--- src/rtl/box_renderer.sv ---
// Box rasteriser: sweeps a BOX_W x BOX_H box into the framebuffer write port,
// one pixel per clock in raster order, clipping pixels that fall off screen.
`timescale 1ns/1ps
module box_renderer #(
    parameter int X_WIDTH      = 8,
    parameter int Y_WIDTH      = 7,
    parameter int COLOUR_WIDTH = 3,
    parameter int BOX_W        = 4,
    parameter int BOX_H        = 4,
    parameter int SCREEN_W     = 160,
    parameter int SCREEN_H     = 120
) (
    input  logic                    clock,
    input  logic                    reset,
    input  logic                    draw_box,
    input  logic                    erase_box,
    input  logic [X_WIDTH-1:0]      box_x,
    input  logic [Y_WIDTH-1:0]      box_y,
    input  logic [COLOUR_WIDTH-1:0] box_colour,
    input  logic [COLOUR_WIDTH-1:0] bg_colour,
    output logic                    busy,
    output logic                    done,
    output logic [X_WIDTH-1:0]      vga_x,
    output logic [Y_WIDTH-1:0]      vga_y,
    output logic [COLOUR_WIDTH-1:0] vga_colour,
    output logic                    vga_plot
);

    typedef enum logic [1:0] {
        S_IDLE = 2'd0,
        S_LOAD = 2'd1,
        S_PLOT = 2'd2,
        S_DONE = 2'd3
    } state_t;

    localparam logic [X_WIDTH-1:0] COL_LAST     = X_WIDTH'(BOX_W - 1);
    localparam logic [Y_WIDTH-1:0] ROW_LAST     = Y_WIDTH'(BOX_H - 1);
    localparam logic [X_WIDTH:0]   SCREEN_X_LIM = (X_WIDTH + 1)'(SCREEN_W);
    localparam logic [Y_WIDTH:0]   SCREEN_Y_LIM = (Y_WIDTH + 1)'(SCREEN_H);

    state_t                    state_r;
    state_t                    state_s;
    logic [X_WIDTH-1:0]        bx_r;
    logic [Y_WIDTH-1:0]        by_r;
    logic [COLOUR_WIDTH-1:0]   colour_r;
    logic [X_WIDTH-1:0]        col_r;
    logic [Y_WIDTH-1:0]        row_r;

    logic                      req_s;
    logic                      last_col_s;
    logic                      last_row_s;
    logic [X_WIDTH:0]          sum_x_s;
    logic [Y_WIDTH:0]          sum_y_s;
    logic                      clip_s;

    logic                      busy_s;
    logic                      done_s;
    logic                      plot_s;
    logic [X_WIDTH-1:0]        x_s;
    logic [Y_WIDTH-1:0]        y_s;
    logic [COLOUR_WIDTH-1:0]   colour_s;

    assign req_s      = draw_box | erase_box;
    assign last_col_s = (col_r == COL_LAST);
    assign last_row_s = (row_r == ROW_LAST);
    // One extra bit so boxes hanging off the right/bottom edge are detected, not wrapped.
    assign sum_x_s    = {1'b0, bx_r} + {1'b0, col_r};
    assign sum_y_s    = {1'b0, by_r} + {1'b0, row_r};
    assign clip_s     = (sum_x_s >= SCREEN_X_LIM) || (sum_y_s >= SCREEN_Y_LIM);

    // State register.
    always_ff @(posedge clock) begin
        if (reset) begin
            state_r <= S_IDLE;
        end else begin
            state_r <= state_s;
        end
    end

    // Next-state logic.
    always_comb begin
        state_s = state_r;
        case (state_r)
            S_IDLE: begin
                if (req_s) begin
                    state_s = S_LOAD;
                end else begin
                    state_s = S_IDLE;
                end
            end
            S_LOAD: state_s = S_PLOT;
            S_PLOT: begin
                if (last_col_s && last_row_s) begin
                    state_s = S_DONE;
                end else begin
                    state_s = S_PLOT;
                end
            end
            S_DONE: state_s = S_IDLE;
            default: state_s = S_IDLE;
        endcase
    end

    // Request latching and sweep counters.
    always_ff @(posedge clock) begin
        if (reset) begin
            bx_r     <= {X_WIDTH{1'b0}};
            by_r     <= {Y_WIDTH{1'b0}};
            colour_r <= {COLOUR_WIDTH{1'b0}};
            col_r    <= {X_WIDTH{1'b0}};
            row_r    <= {Y_WIDTH{1'b0}};
        end else begin
            case (state_r)
                S_IDLE: begin
                    if (req_s) begin
                        bx_r     <= box_x;
                        by_r     <= box_y;
                        colour_r <= erase_box ? bg_colour : box_colour;
                    end
                end
                S_LOAD: begin
                    col_r <= {X_WIDTH{1'b0}};
                    row_r <= {Y_WIDTH{1'b0}};
                end
                S_PLOT: begin
                    if (last_col_s) begin
                        col_r <= {X_WIDTH{1'b0}};
                        row_r <= row_r + Y_WIDTH'(1);
                    end else begin
                        col_r <= col_r + X_WIDTH'(1);
                    end
                end
                default: begin
                    col_r <= col_r;
                    row_r <= row_r;
                end
            endcase
        end
    end

    // Output decode; busy covers the accept edge through the final pixel.
    always_comb begin
        busy_s   = 1'b0;
        done_s   = 1'b0;
        plot_s   = 1'b0;
        x_s      = vga_x;
        y_s      = vga_y;
        colour_s = vga_colour;
        case (state_r)
            S_IDLE: busy_s = req_s;
            S_LOAD: busy_s = 1'b1;
            S_PLOT: begin
                busy_s   = 1'b1;
                plot_s   = ~clip_s;
                x_s      = sum_x_s[X_WIDTH-1:0];
                y_s      = sum_y_s[Y_WIDTH-1:0];
                colour_s = colour_r;
            end
            S_DONE: done_s = 1'b1;
            default: busy_s = 1'b0;
        endcase
    end

    // Output registers.
    always_ff @(posedge clock) begin
        if (reset) begin
            busy       <= 1'b0;
            done       <= 1'b0;
            vga_plot   <= 1'b0;
            vga_x      <= {X_WIDTH{1'b0}};
            vga_y      <= {Y_WIDTH{1'b0}};
            vga_colour <= {COLOUR_WIDTH{1'b0}};
        end else begin
            busy       <= busy_s;
            done       <= done_s;
            vga_plot   <= plot_s;
            vga_x      <= x_s;
            vga_y      <= y_s;
            vga_colour <= colour_s;
        end
    end

endmodule

--- config.mk ---
export PLATFORM = sky130hd
export DESIGN_NAME = box_renderer
export DESIGN_NICKNAME = d
export VERILOG_FILES = /design/src/rtl/box_renderer.sv
export SDC_FILE = /design/constraint.sdc
export NUM_CORES = 1
export LEC_CHECK = 0
export CAP_MARGIN = 20
export CORE_ASPECT_RATIO = 0.75
export CORE_MARGIN = 1
export CORE_UTILIZATION = 25
export DETAILED_ROUTE_END_ITERATION = 7
export HOLD_SLACK_MARGIN = 0.03
export PLACE_DENSITY = 0.54
export SLEW_MARGIN = 10
export SYNTH_ARGS = -nofsm -noshare
export SYNTH_HDL_FRONTEND = slang
export SYNTH_SLANG_ARGS = --single-unit
--- constraint.sdc ---
create_clock -name clock -period 2.1 [get_ports clock]
set_input_delay 0.42 -clock clock [delete_from_list [all_inputs] [get_ports clock]]
set_output_delay 0.42 -clock clock [all_outputs]
set_load 0.05 [all_outputs]
==> results of run 1 <==
-- power by group --
| group | switching [uW] | leakage, uW | internal, uW |
|---|---|---|---|
| clock network | 366 | 0.0000712 | 477 |
| logic | 356 | 0.000975 | 249 |
| registers | 42.9 | 0.000457 | 1130 |
| total | 765 | 0.00150 | 1860 |
-- state kept, by name (all words and copies together) (netlist names) --
name and cells:
bx_r 8, col_r 8, vga_x 8, by_r 7, row_r 7, vga_y 7
colour_r 3, vga_colour 3, state_r 2, busy 1, done 1, vga_plot 1
-- worst paths after layout --
| check | endpoint | slack [ps] | cells after the start | startpoint |
|---|---|---|---|---|
| hold reg to reg | bx_r[0] | 460 | 2 | bx_r[0] |
| setup reg to reg | vga_plot | 110 | 9 | by_r[0] |
| setup / recovery | vga_plot | 110 | 9 | by_r[0] |
| hold / removal | bx_r[0] | 460 | 2 | bx_r[0] |
-- worst max-delay path, cell delays in order, from the launching register on --
cell	delay, ps
dfxtp_2	360
ha_4	140
inv_2	30
fa_2	330
nand2b_4	150
a211oi_2	200
mux2i_1	260
nand2_1	70
a311oi_1	200
a21boi_2	180
-- cell type report --
| type | count | area [sq um] | share of cell area |
|---|---|---|---|
| Clock buffer | 8 | 146 | 0.0375 |
| Inverter | 14 | 52.6 | 0.0134 |
| Multi-Input combinational cell | 253 | 1730 | 0.442 |
| Sequential cell | 56 | 1120 | 0.288 |
| Tap cell | 140 | 175 | 0.0448 |
| Timing Repair Buffer | 76 | 683 | 0.175 |
-- cells by family (layout without fill, tap and decap cells) --
family          after synthesis  count (layout)  share of synthesized area
mux                          15              15                     0.0532
simple gates                127             127                      0.200
flops                        56              56                      0.390
fa+ha+maj                    24              24                      0.110
buf+inv                      26              98                     0.0344
compound gates               70              70                      0.160
xor+xnor                     17              17                     0.0519
-- cells in the mapped netlist (8+ instances only) --
library cell / instances / share of area
nand2_1: 44 / 0.058
nor2_1: 43 / 0.056
xnor2_1: 9 / 0.027
dfxtp_1: 56 / 0.39
o21ai_0: 11 / 0.019
nand3_1: 8 / 0.014
xor2_1: 8 / 0.024
inv_1: 13 / 0.017
mux2i_1: 13 / 0.045
a21oi_1: 28 / 0.049
clkbuf_1: 8 / 0.010
ha_1: 22 / 0.096
nor3_1: 9 / 0.016
a211oi_1: 9 / 0.024
-- placed cells by master, fill, tap and decap left out, types with 2 or more instances in the layout --
cell type and n:
nor3_1 8, nor2_1 43, xor2_1 8, dfxtp_2 3, dfxtp_1 53, nand4_1 5, xnor2_1 9, a211oi_1 8
nand2_1 44, and2_1 2, buf_4 31, o21ai_0 9, a21oi_2 3, inv_1 12, or4_1 2, clkbuf_16 5
ha_1 19, a21oi_1 25, fa_2 2, o21a_1 4, nor2b_1 3, clkdlybuf4s50_1 45, mux2_2 2, ha_4 2
a211oi_2 2, mux2i_1 13, nand3_1 8, clkbuf_1 2, o211ai_1 2, o21ai_1 4
-- what timing repair did --
action                                  4_1_cts  5_1_grt
buffers inserted                              2        3
endpoints found under the setup margin        2        5
hold endpoints to repair                      0        0
resized for setup                            10       11
pin swaps                                     4       13
-- per-layer routing --
metal / part of all wire / GRT usage
met1: 0.51 / 0.170
met2: 0.43 / 0.205
met3: 0.046 / 0.0261
met4: 0.010 / 0.0402
met5: 0 / 0
-- stage by stage --
| step | instances | util | setup TNS (ps) |
|---|---|---|---|
| 2_1_floorplan | 335 | - | 0 |
| 3_3_place_gp | 535 | 0.330 | -16.7 |
| 3_5_place_dp | 535 | 0.330 | -75.2 |
| 4_1_cts | 545 | 0.348 | -2.08 |
| 5_1_grt | 547 | 0.353 | -1.09 |
| 6_report | 547 | 0.353 | 0 |
==> metrics.md, run 1 <==
| Metric | Value |
|---|---|
| Hold crit path type | `reg2reg` |
| Async SR Flop Fraction | `0` |
| Post-Syn Nets | `roughly 380` |
| Area delta synth->final | `36.1%` |
| Drt initial violations | `between 80 and 90` |
| Fill cell count | `1,159` |
| Placed Instance Area | `about 0.0037 sq mm` |
| Worst-case clock skew | `approximately 5.4 ps` |
| DP Worst Slack | `-75.2 ps` |
| Post-synth cell types | `48` |
| H-Tree Depth | `2` |
| CP Data Required Time | `roughly 2300 ps` |
| CTS sink cnt | `56` |
| GPL Wtd Cong | `0.748` |
| Clock root buffer | `clkbuf_16` |
| Final Hold Fails | `0` |
| Cts bufs inserted | `5` |
| Die Span X | `between 100 and 150 um` |
| Port bufs | `45` |
| Fin crit share | `0.950` |
| #FFs+latches synth | `56` |
| Drt pass-1 iters | `4` |
| Period minus WS final | `roughly 2000 ps` |
| Worst Path Max Fanout | `2` |
| Setup repair after global routing missed its margin | `yes` |
| Clock transition at path regs | `roughly 70 ps` |
| Critical path class | `reg2reg` |
| Largest net degree at the start of global routing | `24` |
| Critical path launch point type | `flip-flop` |
| Worst slew margin | `0.650` |
| Layout cells sized above 1 | `0.150` |
| Power Density | `671 mW/mm^2` |
| Leak | `0.00150 uW` |
| Vias in the first global route | `about 2,500` |
| Nets | `455` |
| Post-synthesis average cell area | `around 8.6 sq um` |
| Antenna violations before repair | `0` |
| Worst setup EP type | `flip-flop` |
| Initial core utilization | `0.259` |
| Final instance area | `0.00391 sq mm` |
| Max cap viols | `0` |
| CTS tree | `built` |
| Vias per cell | `~4.6` |
| Status | `completed` |
| Worst vdd ir | `~0.37 mV` |
| Core Area | `0.0111 sq mm` |
| Average wire per standard cell | `13.1 um` |
| HPWL Detailed | `around 5500 um` |
| Hold buffers post-CTS | `0` |
| Synth Instances | `~340` |
| Final setup margin | `105 ps` |
| Synthesized area | `about 0.0029 sq mm` |
| Seq/Total Area, Yosys | `0.390` |
| Worst slew pin tran | `between 500 and 600 ps` |
| Hold_ws | `roughly 460 ps` |
| Row count | `33` |
| Antenna Nets Post-Route | `0` |
| Critical Path AT | `2220 ps` |
| Count of flip-flops with a built-in enable after synthesis | `0` |
| DRC | `0` |
| Antenna Cells | `0` |
| First-pass GRT wire length | `around 12,000 um` |
| Clk_lat worst skew | `roughly 290 ps` |
| Max Freq | `about 500 MHz` |
| Total of warnings raised by yosys | `0` |
| IO Count | `46` |
| DRT Wirelength | `7180 um` |
| Count of final setup violators | `0` |
| Total gr overflow | `0` |
| Clock Path Buffers | `2` |
| Global Route Usage Sum | `0.127` |
| Total power | `2620 uW` |
| Die area | `about 0.012 sq mm` |
| Final slew viol count | `0` |
| Via Count | `2,541` |
| Die Y | `between 90 and 100 um` |
| Post-synth top flop | `dfxtp_1` |
(Power assumes the default switching activity.)
==> run 2, diff against run 1 <==
Settings changed: CORE_MARGIN 1 to unset, RECOVER_POWER set to 100.
==> metrics.md, run 2 (synthesized netlist as in run 1, its figures left out) <==
| Metric | Value |
|---|---|
| GPL Wtd Cong | `0.748 (unchanged)` |
| Largest net degree at the start of global routing | `24 (unchanged)` |
| Worst slew pin tran | `685 ps (was 524 ps)` |
| Antenna Cells | `0 (unchanged)` |
| Hold Path Depth | `2 (unchanged)` |
| Via Count | `2,518 (was 2,541)` |
| Area delta synth->final | `35.5% (was 36.1%)` |
| Worst Reg-to-Reg Cells | `9 (unchanged)` |
| Clock Path Buffers | `2 (unchanged)` |
| CTS sink cnt | `56 (unchanged)` |
| CTS tree | `built (unchanged)` |
| Leak | `0.00151 uW (was 0.00150 uW)` |
| Reg-to-Reg Start | `by_r[0] (unchanged)` |
| Vias in the first global route | `2,496 (unchanged)` |
| Core Area | `0.0111 sq mm (unchanged)` |
| Final Hold Fails | `0 (unchanged)` |
| WP buf/inv | `1 (unchanged)` |
| Most frequent cells in the layout | `dfxtp_1, nand2_1, nor2_1, clkdlybuf4s50_1, buf_4 (was dfxtp_1, clkdlybuf4s50_1, nand2_1, nor2_1, buf_4)` |
| Die Span X | `126 um (unchanged)` |
| Final slew viol count | `0 (unchanged)` |
| FF-to-FF End | `vga_plot (unchanged)` |
| Worst Hold End | `bx_r[4] (was bx_r[0])` |
| Die area | `0.0119 sq mm (unchanged)` |
| HPWL Detailed | `5460 um (unchanged)` |
| CP Data Required Time | `2320 ps (about the same)` |
| Antenna violations before repair | `0 (unchanged)` |
| Drt initial violations | `78 (was 84)` |
| Nets | `455 (unchanged)` |
| Status | `completed (unchanged)` |
| H-Tree Depth | `2 (unchanged)` |
| Max cap viols | `0 (unchanged)` |
| Average wire per standard cell | `13.1 um (about the same)` |
| Worst-case clock skew | `5.65 ps (was 5.38 ps)` |
| Port bufs | `45 (unchanged)` |
| Drt pass-1 iters | `6 (was 4)` |
| Worst vdd ir | `0.361 mV (was 0.370 mV)` |
| Worst setup EP type | `flip-flop (unchanged)` |
| Critical path class | `reg2reg (unchanged)` |
| Clock transition at path regs | `70 ps (about the same)` |
| Power Density | `671 mW/mm^2 (about the same)` |
| Initial core utilization | `0.259 (unchanged)` |
| Layout cells sized above 1 | `0.140 (was 0.150)` |
| Worst slew margin | `0.543 (was 0.650)` |
| Final setup margin | `104 ps (was 105 ps)` |
| Setup TNS | `0 ps (unchanged)` |
| Hold path startpoint | `bx_r[4] (was bx_r[0])` |
| Cts bufs inserted | `5 (unchanged)` |
| Critical-path cell list | `ha_4 -> inv_2 -> fa_2 -> nand2b_4 -> a211oi_2 -> mux2i_1 -> nand2_1 -> a311oi_1 -> a21boi_2 (unchanged)` |
| Leading registers by flop count | `bx_r: 8 flops, col_r: 8 flops, vga_x: 8 flops (unchanged)` |
| Antenna Nets Post-Route | `0 (unchanged)` |
| Global Route Usage Sum | `0.127 (unchanged)` |
| Fin crit share | `0.950 (about the same)` |
| Vias per cell | `4.60 (was 4.65)` |
| Total gr overflow | `0 (unchanged)` |
| Max incr delay on CP | `360 ps (about the same)` |
| DRT Wirelength | `7150 um (was 7180 um)` |
| DRC | `0 (unchanged)` |
| Worst Path Max Fanout | `2 (unchanged)` |
| Reg2Reg Setup Slack | `100 ps (was 110 ps)` |
| Family with the most delay on the worst path | `compound AO/OA/AOI/OAI gates (unchanged)` |
| CP max-delay cell | `dfxtp_2 (unchanged)` |
| First-pass GRT wire length | `12,000 um (unchanged)` |
| Max Freq | `501 MHz (about the same)` |
| Clk_lat worst skew | `290 ps (about the same)` |
| Setup repair after global routing missed its margin | `yes (unchanged)` |
| Count of final setup violators | `0 (unchanged)` |
| Critical path launch point type | `flip-flop (unchanged)` |
| Clock root buffer | `clkbuf_16 (unchanged)` |
| Die Y | `94.8 um (unchanged)` |
| Hold crit path type | `reg2reg (unchanged)` |
| Row count | `33 (unchanged)` |
| Most common cell after layout, fill and taps aside | `dfxtp_1 (unchanged)` |
| Critical Path AT | `2220 ps (about the same)` |
| IO Count | `46 (unchanged)` |
| DP Worst Slack | `-75.2 ps (unchanged)` |
| Period minus WS final | `2000 ps (was 1990 ps)` |
==> run 2: cell types whose count changed in the layout (fill, tap and decap cells not counted) <==
cell,delta
clkbuf_2,+1
and2_0,+1
o21ai_0,+1
a211oi_1,+1
a211oi_2,-1
clkdlybuf4s50_1,-7
o21ai_1,-1
clkbuf_1,+3
and2_1,-1
dlygate4sd3_1,+7
buf_4,-4
==> run 2: worst min-delay path: cells and delay by family (launching register included) <==
| family | cells | cell delay (ps) |
|---|---|---|
| DFF | 1 | 310 |
| AOI/OAI and AO/OA | 1 | 50 |
| and+or+nand+nor | 1 | 50 |
==> run 2: per-stage QoR <==
step	util	area, sq um	cells	hold WS [ps]	power, uW
2_1_floorplan	-	2870	335	441	1560
3_3_place_gp	0.330	3650	535	453	1790
3_5_place_dp	0.330	3650	535	457	1790
4_1_cts	0.348	3850	545	467	2650
5_1_grt	0.352	3890	547	483	2750
6_report	0.352	3890	547	464	2610
==> run 2: cell type report <==
type / count / area, sq um
fillers: 1164 / 7180
multi-input cells: 253 / 1720
flip-flops and latches: 56 / 1120
repair buffers: 76 / 669
well taps: 140 / 175
clock buffers: 8 / 146
inverters: 14 / 52.6
==> run 2: timing repair <==
item | 4_1_cts | 5_1_grt
buffers inserted | 2 | 3
hold buffers | 0 | 0
pin swaps | 4 | 13
endpoints found under the setup margin | 2 | 5
gates resized for setup | 10 | 11
hold endpoints to repair | 0 | 0
gates cloned | 0 | 0
==> run 2: report_power, final <==
part / total (uW) / switching, uW / internal, uW
registers: 1170 / 42.8 / 1130
logic: 590 / 354 / 236
clock network: 844 / 367 / 477
total: 2610 / 764 / 1840
==> run 2: worst max path at each step <==
stage / startpoint / endpoint / slack [ps] / cells after the start
floorplan: row_r[0] / vga_plot / 20 / 9
global placement: by_r[0] / vga_plot / -20 / 9
detailed placement: row_r[0] / vga_plot / -80 / 9
CTS: row_r[0] / vga_plot / -2 / 9
global route: col_r[0] / state_r[0] / -4 / 6
finish: by_r[0] / vga_plot / 100 / 9
==> run 2: metal layers <==
layer	global-route usage	vias to the layer above	share of wire
li1	-	1313	-
met1	0.170	1157	0.52
met2	0.205	42	0.43
met3	0.0261	6	0.039
met4	0.0402	0	0.010
met5	0	-	0
==> run 3, diff against run 2 <==
Settings changed: PLACE_DENSITY 0.54 to 0.52, SETUP_SLACK_MARGIN set to 0.15.
Clock period 2.1 ns to 1.9 ns, I/O delays scaled along.
==> metrics.md, run 3 (synthesized netlist as in run 1, its figures left out) <==
| Metric | Value |
|---|---|
| FF-to-FF End | `vga_plot (unchanged)` |
| Leading registers by flop count | `bx_r: 8 flops, col_r: 8 flops, vga_x: 8 flops (unchanged)` |
| Critical path launch point type | `flip-flop (unchanged)` |
| Vias in the first global route | `2,390 (was 2,496)` |
| Power Density | `735 mW/mm^2 (was 671 mW/mm^2)` |
| H-Tree Depth | `2 (unchanged)` |
| Status | `complete, but fails checks (was completed)` |
| Drt pass-1 iters | `4 (was 6)` |
| Count of final setup violators | `3 (was 0)` |
| Max cap viols | `0 (unchanged)` |
| HPWL Detailed | `5500 um (was 5460 um)` |
| Worst slew margin | `0.516 (was 0.543)` |
| Row count | `33 (unchanged)` |
| DP Worst Slack | `-174 ps (was -75.2 ps)` |
| Period minus WS final | `2010 ps (was 2000 ps)` |
| Hold path startpoint | `reset (was bx_r[4])` |
| Worst-case clock skew | `7.88 ps (was 5.65 ps)` |
| Via Count | `2,529 (was 2,518)` |
| Antenna Nets Post-Route | `0 (unchanged)` |
| Clock Path Buffers | `2 (unchanged)` |
| Critical path class | `reg2reg (unchanged)` |
| Antenna violations before repair | `0 (unchanged)` |
| Fin crit share | `1.06 (was 0.950)` |
| Worst Path Max Fanout | `2 (unchanged)` |
| Worst Hold End | `vga_x[3] (was bx_r[4])` |
| Hold Path Depth | `2 (unchanged)` |
| Total power | `2920 uW (was 2610 uW)` |
| Failing checks | `setup timing` |
| Area delta synth->final | `38.3% (was 35.5%)` |
| Most frequent cells in the layout | `dfxtp_1, nor2_1, nand2_1, buf_4, a21oi_1 (was dfxtp_1, nand2_1, nor2_1, clkdlybuf4s50_1, buf_4)` |
| Final Hold Fails | `0 (unchanged)` |
| Hold crit path type | `in2reg (was reg2reg)` |
| CTS tree | `built (unchanged)` |
| Post-route insts no fill | `552 (was 547)` |
| CTS sink cnt | `56 (unchanged)` |
| DRC | `0 (unchanged)` |
| Drt initial violations | `110 (was 78)` |
| Layout cells sized above 1 | `0.221 (was 0.140)` |
| Global Route Usage Sum | `0.129 (was 0.127)` |
| Average wire per standard cell | `13.4 um (was 13.1 um)` |
| Port bufs | `45 (unchanged)` |
| Clock transition at path regs | `70 ps (about the same)` |
| Worst setup EP type | `flip-flop (unchanged)` |
| Total gr overflow | `0 (unchanged)` |
| CP Data Required Time | `2140 ps (was 2320 ps)` |
| Hold buffers post-CTS | `0 (unchanged)` |
| Setup repair after global routing missed its margin | `yes (unchanged)` |
| Cts bufs inserted | `5 (unchanged)` |
| Nets | `460 (was 455)` |
| Largest net degree at the start of global routing | `21 (was 24)` |
| Placed cells | `538 (was 535)` |
| Vias per cell | `4.58 (was 4.60)` |
| IO Count | `46 (unchanged)` |
| Reg-to-Reg Start | `row_r[0] (was by_r[0])` |
| Die Y | `94.8 um (unchanged)` |
| Max Freq | `496 MHz (was 501 MHz)` |
| Final slew viol count | `0 (unchanged)` |
| Hold_ws | `448 ps (was 464 ps)` |
| Initial core utilization | `0.259 (unchanged)` |
| Most common cell after layout, fill and taps aside | `dfxtp_1 (unchanged)` |
| Worst Reg-to-Reg Cells | `9 (unchanged)` |
| Antenna Cells | `0 (unchanged)` |
| Leak | `0.00151 uW (about the same)` |
| Clk_lat worst skew | `300 ps (was 290 ps)` |
| Reg2Reg Setup Slack | `-110 ps (was 100 ps)` |
| Final setup margin | `-115 ps (was 104 ps)` |
| Clock root buffer | `clkbuf_16 (unchanged)` |
| First-pass GRT wire length | `11,900 um (was 12,000 um)` |
| Die area | `0.0119 sq mm (unchanged)` |
| Core Area | `0.0111 sq mm (unchanged)` |
| DRT Wirelength | `7370 um (was 7150 um)` |
| Worst vdd ir | `0.337 mV (was 0.361 mV)` |
| Worst slew pin tran | `725 ps (was 685 ps)` |
| Critical Path AT | `2250 ps (was 2220 ps)` |
| Die Span X | `126 um (unchanged)` |
| GPL Wtd Cong | `0.811 (was 0.748)` |
[run 3: changes by cell type in the layout (fill, tap and decap cells not counted), sizes merged]
| cell | before | now |
|---|---|---|
| dlygate4sd3 | 7 | 1 |
| clkdlybuf4s50 | 38 | 22 |
| buf | 27 | 32 |
| dlygate4sd2 | 0 | 4 |
| clkbuf | 12 | 30 |
[run 3: area by class of cell]
cell class / count / area (sq um)
Tap cell: 140 / 175
Clock buffer: 8 / 146
Inverter: 14 / 52.6
Sequential cell: 56 / 1140
Timing Repair Buffer: 81 / 599
Fill cell: 1186 / 7090
Multi-Input combinational cell: 253 / 1860
[run 3: routing by layer]
| metal | track usage | routed length, um |
|---|---|---|
| met1 | 0.183 | 4040 |
| met2 | 0.190 | 2910 |
| met3 | 0.0334 | 343 |
| met4 | 0.0392 | 84 |
| met5 | 0 | 0 |
[run 3: power by group]
group          total [uW]  internal [uW]  switching [uW]
clock                 958            528             430
sequential           1300           1250            49.7
combinational         664            254             410
total                2920           2030             889
[run 3: worst max path at each step]
stage / start / to / slack (ps) / depth (start not counted)
after floorplan: row_r[0] / vga_plot / -30 / 9
after global routing: row_r[0] / vga_plot / -240 / 9
after global placement: by_r[0] / vga_plot / -110 / 9
after detailed placement: by_r[0] / vga_plot / -170 / 9
final: row_r[0] / vga_plot / -110 / 9
after CTS: row_r[0] / vga_plot / -110 / 9
[run 3: repair_timing]
| item | 4_1_cts | 5_1_grt |
|---|---|---|
| gates resized for setup | 22 | 30 |
| endpoints found under the setup margin | 14 | 20 |
| buffers inserted | 3 | 3 |
| hold endpoints to repair | 0 | 0 |
| pin swaps | 12 | 17 |
[run 3: worst max-delay path, stage by stage, from the launching register on]
cell	delay, ps
dfxtp_4	360
ha_4	130
inv_2	30
fa_2	330
nand2b_4	150
a211oi_2	210
mux2i_1	260
nand2_1	80
a311oi_1	210
a21boi_2	190
[run 3: per-stage QoR]
step	TNS (ps)	utilization	area, sq um
2_1_floorplan	-26.6	-	2960
3_3_place_gp	-216	0.336	3710
3_5_place_dp	-285	0.336	3710
4_1_cts	-146	0.357	3950
5_1_grt	-1460	0.359	3970
6_report	-196	0.359	3970
